### src/rtl/core_pkg.sv
// Shared definitions for the 8-bit core sequencer: opcodes, ALU control
// encodings, FSM state codes and instruction field positions.
package core_pkg;

  // Opcodes (ir[15:12]); anything not listed here executes as a NOP
  localparam logic [3:0] OP_BR   = 4'b0000;
  localparam logic [3:0] OP_ADD  = 4'b0001;
  localparam logic [3:0] OP_AND  = 4'b0101;
  localparam logic [3:0] OP_NOT  = 4'b1001;
  localparam logic [3:0] OP_LEA  = 4'b1110;
  localparam logic [3:0] OP_HALT = 4'b1111;

  // ALU operation select
  localparam logic [1:0] ALU_ADD = 2'b00;
  localparam logic [1:0] ALU_AND = 2'b01;
  localparam logic [1:0] ALU_NOT = 2'b10;

  // ALU second-operand source select
  localparam logic [1:0] SRC_IMM = 2'b00;
  localparam logic [1:0] SRC_PC  = 2'b01;
  localparam logic [1:0] SRC_REG = 2'b10;

  // Sequencer states
  localparam logic [2:0] ST_IDLE   = 3'd0;
  localparam logic [2:0] ST_FETCH  = 3'd1;
  localparam logic [2:0] ST_DECODE = 3'd2;
  localparam logic [2:0] ST_EXEC   = 3'd3;
  localparam logic [2:0] ST_HALT   = 3'd4;

  // Instruction field positions
  localparam int OPC_HI   = 15;
  localparam int OPC_LO   = 12;
  localparam int DR_HI    = 11;
  localparam int DR_LO    = 9;
  localparam int SR1_HI   = 8;
  localparam int SR1_LO   = 6;
  localparam int IMM_FLAG = 5;
  localparam int SR2_HI   = 2;
  localparam int SR2_LO   = 0;
  localparam int MASK_HI  = 11;
  localparam int MASK_LO  = 9;
  localparam int OFF_HI   = 5;
  localparam int OFF_LO   = 0;

  // True for the opcodes that write the register file and the condition codes
  function automatic logic writes_reg(input logic [3:0] opcode);
    return (opcode == OP_ADD) || (opcode == OP_AND) ||
           (opcode == OP_NOT) || (opcode == OP_LEA);
  endfunction

endpackage

### src/rtl/core_sequencer.sv
// Fetch/decode/execute controller for the 8-bit core. Owns the PC, the
// instruction register and the NZP condition codes, and drives the ALU and
// register-file control fields.
module core_sequencer
  import core_pkg::*;
#(
  parameter int               PC_W     = 6,
  parameter int               INSN_W   = 16,
  parameter logic [PC_W-1:0]  RESET_PC = '0
) (
  input  logic              clk,
  input  logic              rst_n,
  input  logic              run,
  output logic              imem_req,
  output logic [PC_W-1:0]   imem_addr,
  input  logic [INSN_W-1:0] imem_rdata,
  input  logic              imem_ready,
  output logic [2:0]        sr1_addr,
  output logic [2:0]        sr2_addr,
  output logic [2:0]        dr_addr,
  output logic              reg_we,
  output logic [1:0]        alu_op,
  output logic [1:0]        source_sel,
  output logic [5:0]        ins_immediate,
  output logic [PC_W-1:0]   pc,
  input  logic              alu_negative,
  input  logic              alu_zero,
  input  logic              alu_positive,
  output logic [2:0]        cc_nzp,
  output logic              halted
);

  logic [2:0]        state;
  logic [2:0]        state_nxt;
  logic [INSN_W-1:0] ir;
  logic [3:0]        opcode;
  logic              br_taken;

  assign opcode   = ir[OPC_HI:OPC_LO];
  assign br_taken = (ir[MASK_HI:MASK_LO] & cc_nzp) != 3'b000;

  assign imem_req      = (state == ST_FETCH);
  assign imem_addr     = pc;
  assign halted        = (state == ST_HALT);
  assign sr1_addr      = ir[SR1_HI:SR1_LO];
  assign sr2_addr      = ir[SR2_HI:SR2_LO];
  assign dr_addr       = ir[DR_HI:DR_LO];
  assign ins_immediate = ir[OFF_HI:OFF_LO];

  // Next-state selection; HALT is absorbing and run only matters in IDLE
  always_comb begin
    state_nxt = state;
    case (state)
      ST_IDLE:   if (run) state_nxt = ST_FETCH;
      ST_FETCH:  if (imem_ready) state_nxt = ST_DECODE;
      ST_DECODE: state_nxt = ST_EXEC;
      ST_EXEC:   state_nxt = (opcode == OP_HALT) ? ST_HALT : ST_FETCH;
      ST_HALT:   state_nxt = ST_HALT;
      default:   state_nxt = ST_IDLE;
    endcase
  end

  // ALU and write-enable controls are only non-default during EXEC
  always_comb begin
    alu_op     = ALU_ADD;
    source_sel = SRC_IMM;
    reg_we     = 1'b0;
    if (state == ST_EXEC) begin
      case (opcode)
        OP_ADD: begin
          alu_op     = ALU_ADD;
          source_sel = ir[IMM_FLAG] ? SRC_IMM : SRC_REG;
          reg_we     = 1'b1;
        end
        OP_AND: begin
          alu_op     = ALU_AND;
          source_sel = ir[IMM_FLAG] ? SRC_IMM : SRC_REG;
          reg_we     = 1'b1;
        end
        OP_NOT: begin
          alu_op     = ALU_NOT;
          source_sel = ir[IMM_FLAG] ? SRC_IMM : SRC_REG;
          reg_we     = 1'b1;
        end
        OP_LEA: begin
          alu_op     = ALU_ADD;
          source_sel = SRC_PC;
          reg_we     = 1'b1;
        end
        default: begin
          alu_op     = ALU_ADD;
          source_sel = SRC_IMM;
          reg_we     = 1'b0;
        end
      endcase
    end
  end

  // State register
  always_ff @(posedge clk or negedge rst_n) begin
    if (!rst_n) state <= ST_IDLE;
    else        state <= state_nxt;
  end

  // Instruction register loads only when a fetch completes
  always_ff @(posedge clk or negedge rst_n) begin
    if (!rst_n)                                ir <= '0;
    else if (state == ST_FETCH && imem_ready)  ir <= imem_rdata;
  end

  // PC increments on fetch completion and takes the branch offset in EXEC
  always_ff @(posedge clk or negedge rst_n) begin
    if (!rst_n) begin
      pc <= RESET_PC;
    end else if (state == ST_FETCH && imem_ready) begin
      pc <= pc + PC_W'(1);
    end else if (state == ST_EXEC && opcode == OP_BR && br_taken) begin
      pc <= pc + PC_W'(ir[OFF_HI:OFF_LO]);
    end
  end

  // Condition codes follow the ALU flags for every register-writing instruction
  always_ff @(posedge clk or negedge rst_n) begin
    if (!rst_n)
      cc_nzp <= 3'b010;
    else if (state == ST_EXEC && writes_reg(opcode))
      cc_nzp <= {alu_negative, alu_zero, alu_positive};
  end

endmodule

### config.mk
export PLATFORM = sky130hd
export DESIGN_NAME = core_sequencer
export DESIGN_NICKNAME = d
export VERILOG_FILES = /design/src/rtl/core_pkg.sv /design/src/rtl/core_sequencer.sv
export SDC_FILE = /design/constraint.sdc
export NUM_CORES = 1
export LEC_CHECK = 0
export BUFFER_PORTS_ARGS = -buffer_cell sky130_fd_sc_hd__buf_4
export CAP_MARGIN = 30
export CORE_UTILIZATION = 25
export CTS_CLUSTER_DIAMETER = 50
export DETAILED_ROUTE_END_ITERATION = 8
export SLEW_MARGIN = 25
export SYNTH_ARGS = -nofsm -noshare
export SYNTH_HDL_FRONTEND = slang
export SYNTH_SLANG_ARGS = --single-unit
export TNS_END_PERCENT = 30
### constraint.sdc
create_clock -name clk -period 5.01 [get_ports clk]
set_clock_uncertainty 0.1 [all_clocks]
set_input_delay 1.002 -clock clk [delete_from_list [all_inputs] [get_ports clk]]
set_output_delay 1.002 -clock clk [all_outputs]
set_load 0.005 [all_outputs]
==> impl_metrics.py, run 1 <==
metrics = {
    "timing": {
        "slew_viol_final": 0,
        "relSlewSlack_pct": 52.6,
        "max_freq_mhz": 295,
        "whs_ns": 0.386,
        "setup_violations": 0,
        "fin_crit_ns": 3.40,
        "worst_pin_slew_ns": 0.710,
        "finalSetupTns_ns": 0,
        "hold_viol_final": 0,
        "grt_setup_unrepaired": "no",
        "period_share_pct": 67.8,
    },
    "worst_setup_path": {
        "worst-path-stages": 8,
        "worstSetupPathType": "in2reg",
        "crit_chain": "buf_4 -> or4bb_1 -> and2_1 -> ha_1 -> and3_1 -> a221o_1 -> o221a_1 -> xor2_1",
        "cp.required_ns": 5.07,
        "startpoint": "imem_ready",
        "cp_max_fo": 20,
        "critPathBufInv": 1,
        "crit_family": "simple AND/OR/NAND/NOR gates",
        "reg2reg_to": "imem_addr[5]",
        "reg2regPathDepth": 7,
        "rr_startpoint": "state[1]",
        "crit_path_end_kind": "flip-flop",
        "cp-start-kind": "input port",
        "reg2reg_setup_slack_ns": 1.89,
        "slowest_stage": "or4bb_1",
        "cpPeakStageDelay_ns": 0.82,
        "critPathArrivalTime_ns": 3.46,
    },
    "layout": {
        "syn_to_final_growth_pct": 24.9,
        "diodes": 0,
        "fin_nets": 231,
        "final_layout_size_suffix_gt1_share_pct": 34.8,
        "fillers": 643,
        "post-route-util_pct": 33.1,
    },
    "global_route": {
        "grt_pass1_wl_um": 5490,
        "grt_pass1_vias": 1141,
        "met2_usage_pct": 15.8,
        "gr-max-usage-layer": "met2",
        "antenna_found_initial": 0,
        "grt.met3_usage_pct": 2.64,
        "grt_util_met1_pct": 15.4,
        "grt_max_degree": 29,
        "grt_overflow_total": 0,
        "grt_util_all_layers_pct": 10.9,
    },
    "synth": {
        "avgSynthCellArea_sq_um": 9.80,
        "synth-edff-count": 0,
        "ys_seq_area_share_pct": 43.7,
        "synthTopCellsByArea": "dfrtp_1, buf_4, nand2_1",
        "synth_common_cells": "nand2_1, dfrtp_1, buf_4, a21o_1, and2_1",
        "synth-seq-cells": 28,
        "syn_area_sq_mm": 0.00161,
        "synth_top_area_share_pct": 42.1,
        "synthFlopType": "dfrtp_1",
        "ys_types": 38,
        "netlist_instances": 164,
        "synth_nets": 193,
        "yosysMostFrequentCell": "nand2_1",
        "ys_warn_count": 0,
        "synth_top_cell_by_area": "dfrtp_1",
        "async_flop_share_pct": 100,
    },
    "floorplanning": {
        "dieArea_sq_mm": 0.00675,
        "pin_count": 60,
        "initial_core_util_pct": 26.5,
        "core_sq_mm": 0.00606,
        "num_rows": 28,
        "die_x_um": 82.2,
        "die_h_um": 82.2,
    },
    "detailed_routing": {
        "viasPerCell": 4.31,
        "drc": 0,
        "dr.pass1.iters": 6,
        "routed_wirelength_um": 3540,
        "vias": 1189,
        "drt-initial-drc-count": 54,
        "wl_per_cell_um": 12.8,
        "ant_nets": 0,
    },
    "hold_path": {
        "hold_end": "ir[7]",
        "hold_depth": 2,
        "hold_class": "reg2reg",
        "worstHoldStart": "ir[7]",
    },
    "clocking": {
        "cts_tree": "yes",
        "numCtsBuffers": 3,
        "cts_root_buf": "clkbuf_8",
        "htreeDepth": 1,
        "clk_pin_slew_worst_paths_ns": 0.10,
        "hold_buffers": 0,
        "postCtsSetupRepairBufs": 0,
        "cts_sinks": 28,
        "cts.repair.resized": 0,
        "cts_buffer_depth": 2,
        "clk_latency_ns": 0.27,
    },
    "placement": {
        "place_hpwl_um": 2640,
        "io_buffer_count": 59,
        "globalplace.congestion": 0.806,
    },
    "pwr": {
        "peakVddDrop_mv": 0.202,
        "p_per_area_mw_per_mm2": 642,
        "power.leakage_uw": 0.00104,
    },
    "run": {
        "maxCapViolCount": 0,
    },
    "run_status": {
        "status": "finished, final reports clean",
    },
}
[tightest hold or removal path: cells and delay by family (launching register included)]
| kind | cells | cell delay (ns) |
|---|---|---|
| simple gates | 2 | 0.10 |
| flops | 1 | 0.36 |
[through the flow]
step           std cells  worst slack (ns)  total power, uW  area [sq um]
6_report             276              1.61             1290          2010
5_1_grt              276              1.50             1400          2010
2_1_floorplan        164              1.82              976          1610
3_3_place_gp         272              1.36             1160          1950
3_5_place_dp         272              1.31             1160          1950
4_1_cts              276              1.61             1310          2010
[sequential cells by signal, summed over array words and instances, names as in the netlist]
signal / cells
cc_nzp: 3
ir: 16
imem_addr: 6
state: 3
[cells by family (layout without fill, tap and decap cells)]
logic type               count (synthesis)  after routing  synth area share, %
buffers and inverters                   27             64                 12.1
adder cells (fa/ha/maj)                  6              6                 5.14
AND/OR/NAND/NOR                         70             70                 20.8
AO/OA/AOI/OAI                           22             22                 11.2
flip-flops                              28             28                 43.7
XOR/XNOR                                 4              4                 2.18
multiplexers                             7              7                 4.83
[metal layers]
metal  share of wire (%)  wire, um
met1                  49      1720
met2                  45      1610
met3                 5.6       197
met4                0.42        15
met5                   0         0
[area by class of cell]
class / count / area [sq um] / area share [%]
multi-input combinational: 109 / 709 / 35.3
sequential: 28 / 702 / 35.0
timing repair buffer: 59 / 443 / 22.1
tap: 75 / 93.8 / 4.68
clock buffer: 4 / 55.1 / 2.74
inverter: 1 / 3.75 / 0.187
[report_power, final]
group / total, uW / switching [uW] / internal, uW
clock network: 140 / 69.8 / 70.3
registers: 454 / 116 / 339
logic: 694 / 310 / 384
total: 1290 / 496 / 793
[how the worst max path moves through the flow]
stage / to
final: imem_addr[5]
after global routing: imem_addr[4]
after CTS: imem_addr[5]
after detailed placement: imem_addr[5]
after global placement: imem_addr[5]
after floorplan: imem_addr[5]
[layout by cell type (no fill, tap or decap), types with 2 or more instances in the layout]
cell type / count
a211oi_1: 2
a21o_1: 7
a21oi_1: 4
and2_1: 6
and3_1: 2
buf_4: 59
clkbuf_8: 4
dfrtp_1: 27
ha_1: 5
mux2_1: 2
mux2_2: 4
nand2_1: 38
nand2b_1: 4
nand3_1: 2
nor2_1: 5
nor2b_1: 2
nor3_1: 4
nor3b_1: 3
xnor2_1: 2
xor2_1: 2
Power figures use the tool's default switching activity.
==> run 2, diff against run 1 <==
==> constraint.sdc (replaced) <==
create_clock -name clk -period 2.8 [get_ports clk]
set_clock_uncertainty 0.1 [all_clocks]
set_input_delay 0.56 -clock clk [delete_from_list [all_inputs] [get_ports clk]]
set_output_delay 0.56 -clock clk [all_outputs]
set_load 0.005 [all_outputs]
==> run 2 against run 1 <==
  * Cell area grew 3.7%
  * Clock-buffer cell count is the same
  * Power grew 88%
  * Critical path depth shrank 1
  * Critical endpoint unchanged
==> impl_metrics.py, run 2 (synthesis gave the netlist of run 1 again) <==
metrics = {
    "run_status": {
        "status": "finished, final reports clean",
    },
    "detailed_routing": {
        "wl_per_cell_um": 12.5,
        "drt-initial-drc-count": 66,
        "dr.pass1.iters": 4,
        "vias": 1252,
        "ant_nets": 0,
        "drc": 0,
        "viasPerCell": 4.38,
        "routed_wirelength_um": 3560,
    },
    "layout": {
        "syn_to_final_growth_pct": 29.6,
        "final_cell_mix": "buf_4, nand2_1, dfrtp_1, a21o_1, and2_1",
        "fin_nets": 241,
        "final_layout_size_suffix_gt1_share_pct": 37.9,
        "post-route-util_pct": 34.4,
        "largest-register": "ir",
        "diodes": 0,
        "largest_reg_flops": 16,
        "layout_commonest_cell": "buf_4",
    },
    "floorplanning": {
        "die_h_um": 82.2,
        "pin_count": 60,
        "num_rows": 28,
        "core_sq_mm": 0.00606,
        "dieArea_sq_mm": 0.00675,
        "die_x_um": 82.2,
        "initial_core_util_pct": 26.5,
    },
    "global_route": {
        "grt_pass1_wl_um": 5910,
        "grt_pass1_vias": 1269,
        "grt_overflow_total": 0,
        "antenna_found_initial": 0,
        "grt_max_degree": 29,
        "grt_util_all_layers_pct": 11.5,
    },
    "worst_setup_path": {
        "cp.required_ns": 2.86,
        "cp-start-kind": "flip-flop",
        "crit_path_end_kind": "flip-flop",
        "critPathBufInv": 0,
        "crit_family": "simple AND/OR/NAND/NOR gates",
        "cp_max_fo": 7,
        "slowest_stage": "or4bb_1",
        "crit_chain": "or4bb_1 -> and2_1 -> ha_1 -> and3_1 -> a221o_1 -> o221a_1 -> xor2_1",
        "critPathArrivalTime_ns": 2.73,
        "cpPeakStageDelay_ns": 0.63,
        "worstSetupPathType": "reg2reg",
    },
    "timing": {
        "grt_setup_unrepaired": "no",
        "max_freq_mhz": 375,
        "worst_pin_slew_ns": 0.732,
        "slew_viol_final": 0,
        "hold_viol_final": 0,
        "period_share_pct": 95.3,
        "fin_crit_ns": 2.67,
        "finalSetupTns_ns": 0,
        "whs_ns": 0.0918,
        "relSlewSlack_pct": 51.2,
        "setup_violations": 0,
    },
    "clocking": {
        "cts_sinks": 28,
        "cts_root_buf": "clkbuf_8",
        "postCtsSetupRepairBufs": 0,
        "hold_buffers": 0,
        "cts_buffer_depth": 2,
        "clk_latency_ns": 0.27,
        "numCtsBuffers": 3,
        "cts.repair.resized": 0,
        "clk_pin_slew_worst_paths_ns": 0.10,
        "cts_tree": "yes",
        "htreeDepth": 1,
    },
    "pwr": {
        "p_per_area_mw_per_mm2": 1160,
        "power.leakage_uw": 0.00109,
        "peakVddDrop_mv": 0.365,
    },
    "placement": {
        "place_hpwl_um": 2700,
        "globalplace.congestion": 0.837,
        "io_buffer_count": 59,
    },
    "run": {
        "maxCapViolCount": 0,
    },
    "hold_path": {
        "hold_class": "in2async",
    },
}
-- run 2: final cells by class --
class,count,area [sq um]
clock buffer,4,55.1
sequential,28,702
multi-input combinational,109,709
fill,660,3980
inverter,1,3.75
tap,75,93.8
timing repair buffer,69,518
-- run 2: per-stage QoR --
step | setup WS, ns | instance area [sq um] | cells | power (uW)
after global routing | 0.00396 | 2080 | 286 | 2660
after detailed placement | -0.123 | 2030 | 282 | 2190
final | 0.132 | 2080 | 286 | 2420
after global placement | -0.0811 | 2030 | 282 | 2170
after floorplan | 0.0551 | 1610 | 164 | 1750
after CTS | 0.119 | 2080 | 286 | 2450
-- run 2: routing by layer --
layer,vias to the layer above,GRT usage (%),wire (um)
li1,630,-,-
met1,590,15.5,1700
met2,30,18.3,1620
met3,2,2.86,229
met4,0,3.16,15
met5,-,0,0
-- run 2: power breakdown --
| group | switching [uW] | internal, uW |
|---|---|---|
| Sequential | 181 | 606 |
| Clock | 126 | 126 |
| Combinational | 604 | 774 |
| Total | 911 | 1510 |
-- run 2: worst paths after layout --
kind / cells after the start / startpoint / endpoint / slack, ns
hold / removal: 1 / rst_n / state[2] / 0.09
setup reg to reg: 7 / state[2] / imem_addr[5] / 0.13
setup / recovery: 7 / state[2] / imem_addr[5] / 0.13
max in group asynchronous: 1 / rst_n / cc_nzp[1] / 2.21
hold reg to reg: 2 / ir[7] / ir[7] / 0.39
min in group clk: 3 / imem_rdata[11] / ir[11] / 0.37
==> run 3, diff against run 2 <==
--- a/config.mk
+++ b/config.mk
@@ -8,6 +8,7 @@
 export BUFFER_PORTS_ARGS = -buffer_cell sky130_fd_sc_hd__buf_4
 export CAP_MARGIN = 30
 export CORE_UTILIZATION = 25
+export CTS_BUF_LIST = sky130_fd_sc_hd__clkbuf_8
 export CTS_CLUSTER_DIAMETER = 50
 export DETAILED_ROUTE_END_ITERATION = 8
 export SLEW_MARGIN = 25
==> constraint.sdc (replaced) <==
create_clock -name clk -period 2.15 [get_ports clk]
set_clock_uncertainty 0.1 [all_clocks]
set_input_delay 0.43 -clock clk [delete_from_list [all_inputs] [get_ports clk]]
set_output_delay 0.43 -clock clk [all_outputs]
set_load 0.005 [all_outputs]
==> run 3 against run 2 <==
  * The run now ends with setup timing left
  * Die area did not move
  * Cell area rose by 10%
  * Worst hold slack improved by 0.14 ns
  * Critical path type unchanged
  * Largest cell class unchanged
==> impl_metrics.py, run 3 (synthesis gave the netlist of run 1 again) <==
metrics = {
    "worst_setup_path": {
        "rr_startpoint": "state[1]",
        "cp.required_ns": 2.22,
        "reg2reg_setup_slack_ns": -0.27,
        "critPathArrivalTime_ns": 2.49,
        "cp-start-kind": "flip-flop",
        "reg2regPathDepth": 7,
        "reg2reg_to": "imem_addr[5]",
        "slowest_stage": "or4bb_4",
        "cpPeakStageDelay_ns": 0.60,
        "worstSetupPathType": "reg2reg",
        "cp_max_fo": 6,
        "crit_end": "imem_addr[5]",
        "crit_chain": "or4bb_4 -> and2_4 -> ha_4 -> and3_4 -> a221o_1 -> o221a_1 -> xor2_1",
        "startpoint": "state[1]",
        "crit_path_end_kind": "flip-flop",
    },
    "hold_path": {
        "hold_class": "in2reg",
    },
    "floorplanning": {
        "core_sq_mm": 0.00606,
        "initial_core_util_pct": 26.5,
        "die_x_um": 82.2,
        "num_rows": 28,
        "die_h_um": 82.2,
        "pin_count": 60,
        "dieArea_sq_mm": 0.00675,
    },
    "clocking": {
        "clk_latency_ns": 0.28,
        "numCtsBuffers": 3,
        "clk_pin_slew_worst_paths_ns": 0.10,
        "cts_buffer_depth": 2,
        "cts_sinks": 28,
        "cts_tree": "yes",
        "htreeDepth": 1,
        "cts_root_buf": "clkbuf_8",
    },
    "layout": {
        "multi_input_area_sq_um": 811,
        "largest_reg_flops": 16,
        "diodes": 0,
        "fin_nets": 254,
        "fillers": 621,
        "syn_to_final_growth_pct": 43.1,
        "largest-register": "ir",
        "final_cell_mix": "buf_4, nand2_1, dfrtp_1, a21o_1, nor2_1",
        "area.sequential_sq_um": 702,
        "fin_cells": 299,
        "final_layout_size_suffix_gt1_share_pct": 49.1,
        "layout_commonest_cell": "buf_4",
        "post-route-util_pct": 37.9,
    },
    "timing": {
        "postLayoutSetupSlackWorst_ns": -0.272,
        "relSlewSlack_pct": 61.8,
        "hold_viol_final": 0,
        "setup_violations": 8,
        "grt_setup_unrepaired": "yes",
        "period_share_pct": 113,
        "worst_pin_slew_ns": 0.571,
        "slew_viol_final": 0,
        "max_freq_mhz": 413,
        "fin_crit_ns": 2.42,
        "whs_ns": 0.230,
    },
    "run": {
        "maxCapViolCount": 0,
    },
    "global_route": {
        "grt_pass1_wl_um": 6030,
        "grt_max_degree": 29,
        "grt_overflow_total": 0,
        "grt_util_all_layers_pct": 11.8,
        "antenna_found_initial": 0,
        "grt_pass1_vias": 1284,
    },
    "detailed_routing": {
        "routed_wirelength_um": 3740,
        "dr.pass1.iters": 4,
        "wl_per_cell_um": 12.5,
        "drc": 0,
        "vias": 1307,
        "drt-initial-drc-count": 44,
        "ant_nets": 0,
        "viasPerCell": 4.37,
    },
    "pwr": {
        "total_power_uw": 3690,
        "p_per_area_mw_per_mm2": 1600,
        "peakVddDrop_mv": 0.515,
        "power.leakage_uw": 0.00118,
    },
    "placement": {
        "dp_cells": 287,
        "io_buffer_count": 59,
        "place_hpwl_um": 2780,
        "globalplace.congestion": 0.752,
    },
    "run_status": {
        "status": "finished, violations left",
        "violations": "setup timing",
    },
}
-- run 3: cell type report --
type                            instances  share of cell area (%)
Clock buffer                            3                    1.80
Clock inverter                          1                    1.31
Inverter                                1                   0.163
Multi-Input combinational cell        109                    35.3
Sequential cell                        28                    30.5
Tap cell                               75                    4.08
Timing Repair Buffer                   82                    26.9
-- run 3: worst min-delay path by stage --
stage | slack [ns] | endpoint | cells past startpoint | start
final | 0.23 | ir[9] | 3 | imem_rdata[9]
after global routing | 0.23 | ir[14] | 3 | imem_rdata[14]
after CTS | 0.22 | ir[8] | 3 | imem_rdata[8]
after detailed placement | 0.28 | ir[1] | 1 | rst_n
after global placement | 0.28 | ir[1] | 1 | rst_n
after floorplan | 0.03 | cc_nzp[0] | 0 | rst_n
-- run 3: worst max-delay path, delay by kind of cell (launching register included) --
kind	cells	cell delay (ns)
AND/OR/NAND/NOR	3	0.95
AO/OA/AOI/OAI	2	0.52
flip-flops	1	0.38
adder cells (fa/ha/maj)	1	0.22
XOR/XNOR	1	0.14
-- run 3: metrics by stage --
stage          setup slack, ns  area, sq um  setup TNS, ns
2_1_floorplan           -0.440         1680          -1.21
3_3_place_gp            -0.532         2140          -1.75
3_5_place_dp            -0.539         2140          -1.76
4_1_cts                 -0.296         2270          -1.09
5_1_grt                 -0.348         2300          -1.74
6_report                -0.272         2300          -1.04
-- run 3: repair_timing --
action,4_1_cts,5_1_grt
setup endpoints to repair,8,10
pin swaps,13,9
endpoints found under the hold margin,27,0
setup buffers,6,1
gates resized for setup,4,3
hold buffers,1,0
-- run 3: per-layer routing --
layer | up-vias | global-route usage (%) | wire, um | part of all wire, %
met4 | 0 | 4.21 | 46 | 1.2
li1 | 651 | - | - | -
met3 | 4 | 2.20 | 128 | 3.4
met2 | 31 | 18.3 | 1750 | 47
met1 | 621 | 16.4 | 1810 | 48
met5 | - | 0 | 0 | 0
-- run 3: where the power goes --
group / total (uW) / internal, uW / switching, uW
Combinational: 2240 / 1340 / 896
Sequential: 1030 / 789 / 244
Clock: 419 / 249 / 169
